===== src/rtl/block_mac_2x2_if.sv =====
`default_nettype none
// ============================================================================
// Module   : block_mac_2x2_if
// Purpose  : Operand/result bundle between the matrix control unit (master)
//            and the 2x2 block multiplier (slave).
// Revision : 1.0 - initial release
// ============================================================================
interface block_mac_2x2_if #(
  parameter int DATA_W = 32
);
  logic                     start_mac;
  logic signed [DATA_W-1:0] a_11, a_12, a_21, a_22;
  logic signed [DATA_W-1:0] b_11, b_12, b_21, b_22;
  logic signed [DATA_W-1:0] c_11, c_12, c_21, c_22;
  logic                     done_mac;
  logic                     busy;
  logic                     ovf;

  modport master (
    output start_mac, a_11, a_12, a_21, a_22, b_11, b_12, b_21, b_22,
    input  c_11, c_12, c_21, c_22, done_mac, busy, ovf
  );

  modport slave (
    input  start_mac, a_11, a_12, a_21, a_22, b_11, b_12, b_21, b_22,
    output c_11, c_12, c_21, c_22, done_mac, busy, ovf
  );
endinterface
`default_nettype wire


===== src/rtl/block_mac_2x2.sv =====
`default_nettype none
// ============================================================================
// Module   : block_mac_2x2
// Purpose  : Sequential 2x2 block multiply C = A x B using one time-shared
//            pipelined signed multiplier and four accumulators. Latency from
//            the accept edge to done_mac is MUL_LAT+10 cycles.
// Revision : 1.0 - initial release
// ============================================================================
module block_mac_2x2 #(
  parameter int DATA_W  = 32,
  parameter int MUL_LAT = 2
) (
  input  logic           clk,
  input  logic           rst,
  block_mac_2x2_if.slave bus
);

  localparam int PW = 2 * DATA_W;

  typedef enum logic [1:0] {
    IDLE  = 2'd0,
    ISSUE = 2'd1,
    DRAIN = 2'd2,
    DONE  = 2'd3
  } state_t;

  state_t state;
  logic   start_d;
  logic   accept;
  logic [2:0] idx;

  // Operand copies, index = row*2 + col (0:x11 1:x12 2:x21 3:x22)
  logic signed [DATA_W-1:0] op_a [4];
  logic signed [DATA_W-1:0] op_b [4];
  logic signed [DATA_W-1:0] acc  [4];
  logic signed [DATA_W-1:0] c_q  [4];
  logic done_q, busy_q, ovf_q, last_seen;

  // Issue register feeding the multiplier
  logic                     iss_valid, iss_last;
  logic [1:0]               iss_tgt;
  logic signed [DATA_W-1:0] iss_a, iss_b;
  logic signed [DATA_W-1:0] sel_a, sel_b;

  // Multiplier pipeline
  logic signed [PW-1:0] prod_pipe [MUL_LAT];
  logic [1:0]           tgt_pipe  [MUL_LAT];
  logic [MUL_LAT-1:0]   vld_pipe, last_pipe;

  // Accumulate-stage signals
  logic signed [PW-1:0]     p_out;
  logic signed [DATA_W-1:0] p_lo, acc_cur, acc_sum;
  logic [1:0]               p_tgt;
  logic                     p_fit, add_ovf;

  assign accept = bus.start_mac & ~start_d & (state == IDLE);

  // Product selection: A element (row idx[2], col idx[0]) times B element (row idx[0], col idx[1])
  always_comb begin
    sel_a = op_a[{idx[2], idx[0]}];
    sel_b = op_b[{idx[0], idx[1]}];
  end

  // Multiplier pipeline: stage 0 forms the full-width signed product, later stages delay it
  always_ff @(posedge clk) begin
    if (rst) begin
      vld_pipe  <= '0;
      last_pipe <= '0;
    end else begin
      vld_pipe[0]  <= iss_valid;
      last_pipe[0] <= iss_last;
      for (int s = 1; s < MUL_LAT; s++) begin
        vld_pipe[s]  <= vld_pipe[s-1];
        last_pipe[s] <= last_pipe[s-1];
      end
    end
    prod_pipe[0] <= PW'(iss_a) * PW'(iss_b);
    tgt_pipe[0]  <= iss_tgt;
    for (int s = 1; s < MUL_LAT; s++) begin
      prod_pipe[s] <= prod_pipe[s-1];
      tgt_pipe[s]  <= tgt_pipe[s-1];
    end
  end

  // Accumulate stage: truncated product, wrap-around sum and both overflow conditions
  always_comb begin
    p_out   = prod_pipe[MUL_LAT-1];
    p_tgt   = tgt_pipe[MUL_LAT-1];
    p_lo    = p_out[DATA_W-1:0];
    acc_cur = acc[p_tgt];
    acc_sum = acc_cur + p_lo;
    p_fit   = (p_out[PW-1:DATA_W-1] == {(DATA_W+1){p_out[DATA_W-1]}});
    add_ovf = (acc_cur[DATA_W-1] == p_lo[DATA_W-1]) &&
              (acc_sum[DATA_W-1] != acc_cur[DATA_W-1]);
  end

  // Control FSM with operand latching, issue, accumulation and registered outputs
  always_ff @(posedge clk) begin
    if (rst) begin
      state     <= IDLE;
      start_d   <= 1'b0;
      idx       <= 3'd0;
      done_q    <= 1'b0;
      busy_q    <= 1'b0;
      ovf_q     <= 1'b0;
      last_seen <= 1'b0;
      iss_valid <= 1'b0;
      iss_last  <= 1'b0;
      iss_tgt   <= 2'd0;
      iss_a     <= '0;
      iss_b     <= '0;
      for (int i = 0; i < 4; i++) begin
        op_a[i] <= '0;
        op_b[i] <= '0;
        acc[i]  <= '0;
        c_q[i]  <= '0;
      end
    end else begin
      start_d   <= bus.start_mac;
      done_q    <= 1'b0;
      iss_valid <= 1'b0;
      iss_last  <= 1'b0;

      if (vld_pipe[MUL_LAT-1]) begin
        acc[p_tgt] <= acc_sum;
        if (!p_fit || add_ovf) ovf_q <= 1'b1;
        if (last_pipe[MUL_LAT-1]) last_seen <= 1'b1;
      end

      case (state)
        IDLE: begin
          if (accept) begin
            state     <= ISSUE;
            idx       <= 3'd0;
            busy_q    <= 1'b1;
            ovf_q     <= 1'b0;
            last_seen <= 1'b0;
            op_a[0] <= bus.a_11;  op_a[1] <= bus.a_12;
            op_a[2] <= bus.a_21;  op_a[3] <= bus.a_22;
            op_b[0] <= bus.b_11;  op_b[1] <= bus.b_12;
            op_b[2] <= bus.b_21;  op_b[3] <= bus.b_22;
            for (int i = 0; i < 4; i++) acc[i] <= '0;
          end
        end
        ISSUE: begin
          iss_valid <= 1'b1;
          iss_last  <= (idx == 3'd7);
          iss_tgt   <= idx[2:1];
          iss_a     <= sel_a;
          iss_b     <= sel_b;
          idx       <= idx + 3'd1;
          if (idx == 3'd7) state <= DRAIN;
        end
        DRAIN: begin
          if (last_seen) begin
            state  <= DONE;
            done_q <= 1'b1;
            for (int i = 0; i < 4; i++) c_q[i] <= acc[i];
          end
        end
        DONE: begin
          state  <= IDLE;
          busy_q <= 1'b0;
        end
        default: state <= IDLE;
      endcase
    end
  end

  assign bus.c_11     = c_q[0];
  assign bus.c_12     = c_q[1];
  assign bus.c_21     = c_q[2];
  assign bus.c_22     = c_q[3];
  assign bus.done_mac = done_q;
  assign bus.busy     = busy_q;
  assign bus.ovf      = ovf_q;

endmodule
`default_nettype wire


===== src/flat_wrapper.sv =====
// flat-port wrapper written by rule: the top's interface ports become plain ports
module block_mac_2x2_flat 
#(
  parameter int DATA_W  = 32,
  parameter int MUL_LAT = 2
)
  (clk, rst, bus_start_mac, bus_a_11, bus_a_12, bus_a_21, bus_a_22, bus_b_11, bus_b_12, bus_b_21, bus_b_22, bus_c_11, bus_c_12, bus_c_21, bus_c_22, bus_done_mac, bus_busy, bus_ovf);
  block_mac_2x2_if #(.DATA_W(DATA_W)) bus_i ();
  input  logic clk;
  input  logic rst;
  input wire logic [$bits(bus_i.start_mac)-1:0] bus_start_mac;
  input wire logic [$bits(bus_i.a_11)-1:0] bus_a_11;
  input wire logic [$bits(bus_i.a_12)-1:0] bus_a_12;
  input wire logic [$bits(bus_i.a_21)-1:0] bus_a_21;
  input wire logic [$bits(bus_i.a_22)-1:0] bus_a_22;
  input wire logic [$bits(bus_i.b_11)-1:0] bus_b_11;
  input wire logic [$bits(bus_i.b_12)-1:0] bus_b_12;
  input wire logic [$bits(bus_i.b_21)-1:0] bus_b_21;
  input wire logic [$bits(bus_i.b_22)-1:0] bus_b_22;
  output wire logic [$bits(bus_i.c_11)-1:0] bus_c_11;
  output wire logic [$bits(bus_i.c_12)-1:0] bus_c_12;
  output wire logic [$bits(bus_i.c_21)-1:0] bus_c_21;
  output wire logic [$bits(bus_i.c_22)-1:0] bus_c_22;
  output wire logic [$bits(bus_i.done_mac)-1:0] bus_done_mac;
  output wire logic [$bits(bus_i.busy)-1:0] bus_busy;
  output wire logic [$bits(bus_i.ovf)-1:0] bus_ovf;
  assign bus_i.start_mac = bus_start_mac;
  assign bus_i.a_11 = bus_a_11;
  assign bus_i.a_12 = bus_a_12;
  assign bus_i.a_21 = bus_a_21;
  assign bus_i.a_22 = bus_a_22;
  assign bus_i.b_11 = bus_b_11;
  assign bus_i.b_12 = bus_b_12;
  assign bus_i.b_21 = bus_b_21;
  assign bus_i.b_22 = bus_b_22;
  assign bus_c_11 = bus_i.c_11;
  assign bus_c_12 = bus_i.c_12;
  assign bus_c_21 = bus_i.c_21;
  assign bus_c_22 = bus_i.c_22;
  assign bus_done_mac = bus_i.done_mac;
  assign bus_busy = bus_i.busy;
  assign bus_ovf = bus_i.ovf;
  block_mac_2x2 #(.DATA_W(DATA_W), .MUL_LAT(MUL_LAT)) u_core (.clk(clk), .rst(rst), .bus(bus_i));
endmodule

===== config.mk =====
export PLATFORM = sky130hd
export DESIGN_NAME = block_mac_2x2_flat
export DESIGN_NICKNAME = d
export VERILOG_FILES = /design/src/rtl/block_mac_2x2_if.sv /design/src/rtl/block_mac_2x2.sv /design/src/flat_wrapper.sv
export SDC_FILE = /design/constraint.sdc
export NUM_CORES = 2
export LEC_CHECK = 0
export ABC_AREA = 1
export BUFFER_PORTS_ARGS = -buffer_cell sky130_fd_sc_hd__buf_2
export CORE_UTILIZATION = 54
export DETAILED_ROUTE_END_ITERATION = 6
export GPL_ROUTABILITY_DRIVEN = 1
export PLACE_DENSITY = 0.72
export SETUP_SLACK_MARGIN = 0.1
export SLEW_MARGIN = 20
export SYNTH_ARGS = -nofsm -noshare
export SYNTH_HDL_FRONTEND = slang
export SYNTH_SLANG_ARGS = --single-unit

===== constraint.sdc =====
create_clock -name clk -period 11.4 [get_ports clk]
set_input_delay 2.28 -clock clk [delete_from_list [all_inputs] [get_ports clk]]
set_output_delay 2.28 -clock clk [all_outputs]
set_load 0.01 [all_outputs]

# After elaboration in Yosys (flattened, before gate mapping)
# Memory sizes are Yosys's and may differ from the RTL's. A register that Yosys moved wholly into a read port is not among the register bits.
# Index checks and enable logic that the tools add are counted.
# classes
add_sub_neg	2
n_mul	1
eq_ne	14
n_mux	49
bitwise	32
n_reduce_logical	11
# ops
cell	n
$mux W32	17
$mul A32 B32 Y64	1
$add A32 B32 Y32	1
$eq A32 B32 Y1	1
$reduce_or A32 Y1	1
$mux W1	24
$or A1 B1 Y1	16
$eq A2 B2 Y1 const B	6
$and A1 B1 Y1	10
$mux W2	4
$pmux W2 S4	1
$ne A2 B1 Y1 const B	3
$not A1 Y1	6
$pmux W3 S2	1
$reduce_and A2 Y1	2
$reduce_bool A2 Y1	2
$add A3 B1 Y3 const B	1
$eq A3 B3 Y1 const B	1
$mux W3	1
$reduce_and A3 Y1	1
$eq A2 B1 Y1 const B	1
$logic_not A2 Y1	1
$pmux W1 S2	1
$reduce_or A2 Y1	1
5 further kinds	5
# totals
reg_bits	18
mem_bits_rw	644
out_inout_bits	131
word_cells	127
mem_count	6
# memory_table
memory	words	width	rd	rd_ports_with_merged_regs	write_ports	line_no	text
u_core.acc	4	32	5	0	4	block_mac_2x2.sv:35	logic signed [DATA_W-1:0] acc [4];
u_core.c_q	4	32	4	0	4	block_mac_2x2.sv:36	logic signed [DATA_W-1:0] c_q [4];
u_core.op_a	4	32	1	1	4	block_mac_2x2.sv:33	logic signed [DATA_W-1:0] op_a [4];
u_core.op_b	4	32	1	1	4	block_mac_2x2.sv:34	logic signed [DATA_W-1:0] op_b [4];
u_core.prod_pipe	2	64	2	0	2	block_mac_2x2.sv:46	logic signed [PW-1:0] prod_pipe [MUL_LAT];
u_core.tgt_pipe	2	2	2	0	2	block_mac_2x2.sv:47	logic [1:0] tgt_pipe [MUL_LAT];

# Logic depth before layout (Yosys ltp)
# logic_depth
word_depth	15
mapped_depth	33
mapped_depth_nobuf	31

# Worst setup path after synthesis
# OpenSTA, ideal clock, no wires.
# synth_timing
path_kind	reg-to-reg
start	register u_core.state[0]
end	memory u_core.c_q[0][0] (enable)
setup_ns	0.792
arrival_time_ns	9.585
setup_slack_ns	1.023
stages_incl_launch_ff	5
n_path_buf	0
period_less_slack_ns	10.377
path_cell_list	dfxtp_1 -> inv_1 -> ha_1 -> inv_1 -> o21ai_0
# synth_lines
element	line_no	text
from (decl)	block_mac_2x2.sv:27	state_t state;
from (signal assigned)	block_mac_2x2.sv:100	state <= IDLE;
from (signal assigned)	block_mac_2x2.sv:133	state <= ISSUE;
from (signal assigned)	block_mac_2x2.sv:152	if (idx == 3'd7) state <= DRAIN;
to (decl)	block_mac_2x2.sv:36	

==> impl_metrics.yaml <==
routing:
  drtAntennaViolNets: 0
  first_pass_iters: 6
  drc: 0
  routedWlPerCell_microns: 18.9
  drt-initial-drc-count: 4134
  num_vias: 51000
  via_per_inst: 5.22
  wirelength_microns: 185000
worst_setup_path:
  critPathCaptureType: "flip-flop"
  critPathKind: "reg -> reg"
  rr_worst_depth: 27
  cp-startpoint: "u_core.iss_a[31]"
  endpoint: "u_core.prod_pipe[0][54]"
  reg2reg_slack_ps: 3450
  rr_endpoint: "u_core.prod_pipe[0][54]"
  r2r_start: "u_core.iss_a[31]"
  worstPathMaxFanout: 28
  critPathRequiredTime_ps: 11980
  cp-start-kind: "flip-flop"
  cp.arrival_ps: 8530
yosys:
  yosysWarnings: 0
  synth-seq-cells: 726
  synth_nets: 9494
  synth_cell_types: 45
  synth-main-ff-cell: "edfxtp_1"
  postSynthCellCount: 7930
  syn-cell-area_sq_um: 68000
  synth_edf_count: 512
  async_flop_share_pct: 0
  synth-seq-area-share_pct: 28.9
  syn_area_per_cell_sq_um: 8.58
sta:
  worst_pin_slew_ps: 1180
  relSlewSlack_pct: 21.5
  timing.setup.tns_ps: 0
  report.final.slew_viol_count: 0
  setup_viol: 0
  hold_slack_ps: 309
  fmax_mhz: 126
  finalCriticalPeriod_ps: 7950
  grt_setup_unrepaired: "no"
  hold_viol_final: 0
  finalCritPeriodShare_pct: 69.7
  finClkSkew_ps: 51.3
power_and_ir_drop:
  worst_ir_drop_vdd_uv: 481
  cellLeakagePower_nw: 40.6
  powerDensity_nw_per_um2: 306
finish:
  nets: 9643
  drive_gt1_share_pct: 7.96
  post-route-util_pct: 59.2
  n_antenna_cell: 0
  layout_common_cells: "inv_1 (2158), nand2_1 (1623), fa_1 (1083)"
  area_delta_synth_final_pct: 8.24
  final_common_cell: "inv_1"
global_routing:
  antenna_found_initial: 5
  gr-total-overflow: 0
  grt_pass1_wl_microns: 293000
  grt_pass1_vias: 53900
  grtUsageTotal_pct: 29.9
  grt_max_degree: 190
clock_tree:
  clock_sinks: 726
  ctsResizeCount: 0
  postCtsSetupBuffers: 0
  clk_pin_slew_ps: 70
  clock_latency_ps: 700
  htree_levels: 3
  cts.hold.buffers_added: 0
  numCtsBuffers: 77
  cts_tree: "built"
  clockRootBuffer: "clkbuf_16"
  clockBufferDepth: 3
floorplan:
  dieArea_sq_um: 127000
  die_w_microns: 357
  die_y_microns: 357
  num_rows: 129
  initial_utilization_pct: 54.7
  boundaryPins: 390
  core_region_area_sq_um: 124000
place:
  gp_congestion: 0.959
  dp_hpwl_microns: 142000
  portBuffers: 389
run_status:
  status: "finished, final reports clean"
min_path:
  min_path_type: "reg -> reg"
  hold_start: "u_core.prod_pipe[0][52]"
flow_run:
  cap_violations: 0
worst min path at each step:
| stage | endpoint | cells after the start |
|---|---|---|
| final | u_core.prod_pipe[0][116] | 0 |
| after global routing | u_core.prod_pipe[0][116] | 0 |
| after CTS | u_core.prod_pipe[0][116] | 0 |
| after detailed placement | u_core.prod_pipe[0][116] | 0 |
| after global placement | u_core.prod_pipe[0][64] | 0 |
| after floorplan | u_core.prod_pipe[0][100] | 0 |
synth_stat cells (24+ instances only):
library cell	number	area (sq um)
nand3_1	94	470
nor3_1	24	120
nand4_1	37	231
o221ai_1	31	272
o21ai_0	232	1160
fa_1	1083	21700
dfxtp_1	214	4280
o22ai_1	67	419
nor2_1	950	3570
edfxtp_1	512	15400
clkbuf_1	351	1320
a21oi_1	105	526
ha_1	222	2780
inv_1	2161	8110
nand2_1	1625	6100
xor2_1	31	272
a22oi_1	30	225
cell type report:
| cell class | instances | area, sq um |
|---|---|---|
| clock buffers | 107 | 2090 |
| clock inverters | 34 | 420 |
| fillers | 10800 | 50700 |
| inverters | 2174 | 8160 |
| multi-input cells | 4650 | 38800 |
| flip-flops and latches | 726 | 19700 |
| well taps | 1637 | 2050 |
| repair buffers | 450 | 2430 |
report_power, final:
part           switching [mW]  total (mW)  leakage, nW  internal, mW
sequential              0.867        4.43         7.20          3.57
clock                    1.10        2.52         1.21          1.42
combinational            10.2        15.5         32.2          5.38
critical path, cell delays in order, from the launching register on:
cell     delay, ps
dfxtp_1        430
buf_4          340
nand2_1        190
inv_1          130
fa_1           390
inv_1          240
fa_1           470
inv_1          200
fa_1           490
fa_1           830
inv_1          410
fa_1           590
inv_1           50
fa_1           530
inv_1           50
fa_1           470
inv_1           50
fa_1           460
ha_1           420
nand2_1        130
nor2_1         150
inv_1           80
nor3_2         230
nand2_1        110
nor3_1         150
nand2_1         90
nand4_1         80
nand2_1         60
sequential cells by signal, indices dropped and copies added (netlist names):
signal	count
u_core.acc	128
u_core.c_q	128
u_core.op_a	128
u_core.op_b	128
u_core.prod_pipe	128
u_core.iss_a	32
u_core.iss_b	32
u_core.tgt_pipe	4
u_core.idx	3
u_core.iss_tgt	2
u_core.last_pipe	2
u_core.state	2
u_core.vld_pipe	2
u_core.bus.busy	1
u_core.bus.done_mac	1
u_core.bus.ovf	1
u_core.iss_last	1
u_core.iss_valid	1
u_core.last_seen	1
u_core.start_d	1
metrics by stage:
stage                     instance area (sq um)  std cells  setup slack [ps]  power [mW]
after detailed placement                  71100       9637              3430        19.9
after global routing                      73600       9778              2860        24.5
after global placement                    71100       9637              3530        19.6
final                                     73600       9778              3450        22.5
after floorplan                           68000       7930              1020        14.6
after CTS                                 73600       9778              3400        22.5
cells by family after synthesis:
logic type               count (synthesis)  synth area share (%)
buffers and inverters                 2554                  14.1
adder cells (fa/ha/maj)               1305                  36.0
AND/OR/NAND/NOR                       2782                  16.0
XOR/XNOR                                56                 0.743
flip-flops                             726                  28.9
AO/OA/AOI/OAI                          507                  4.27
layer usage:
metal  vias to the layer above  GRT usage (%)  share of wire (%)
li1                      23300              -                  -
met1                     25000           36.9                 38
met2                      2218           51.8                 49
met3                       497           4.81                7.9
met4                         4           13.4                4.7
met5                         -              0              0.012
(Power assumes the default switching activity.)
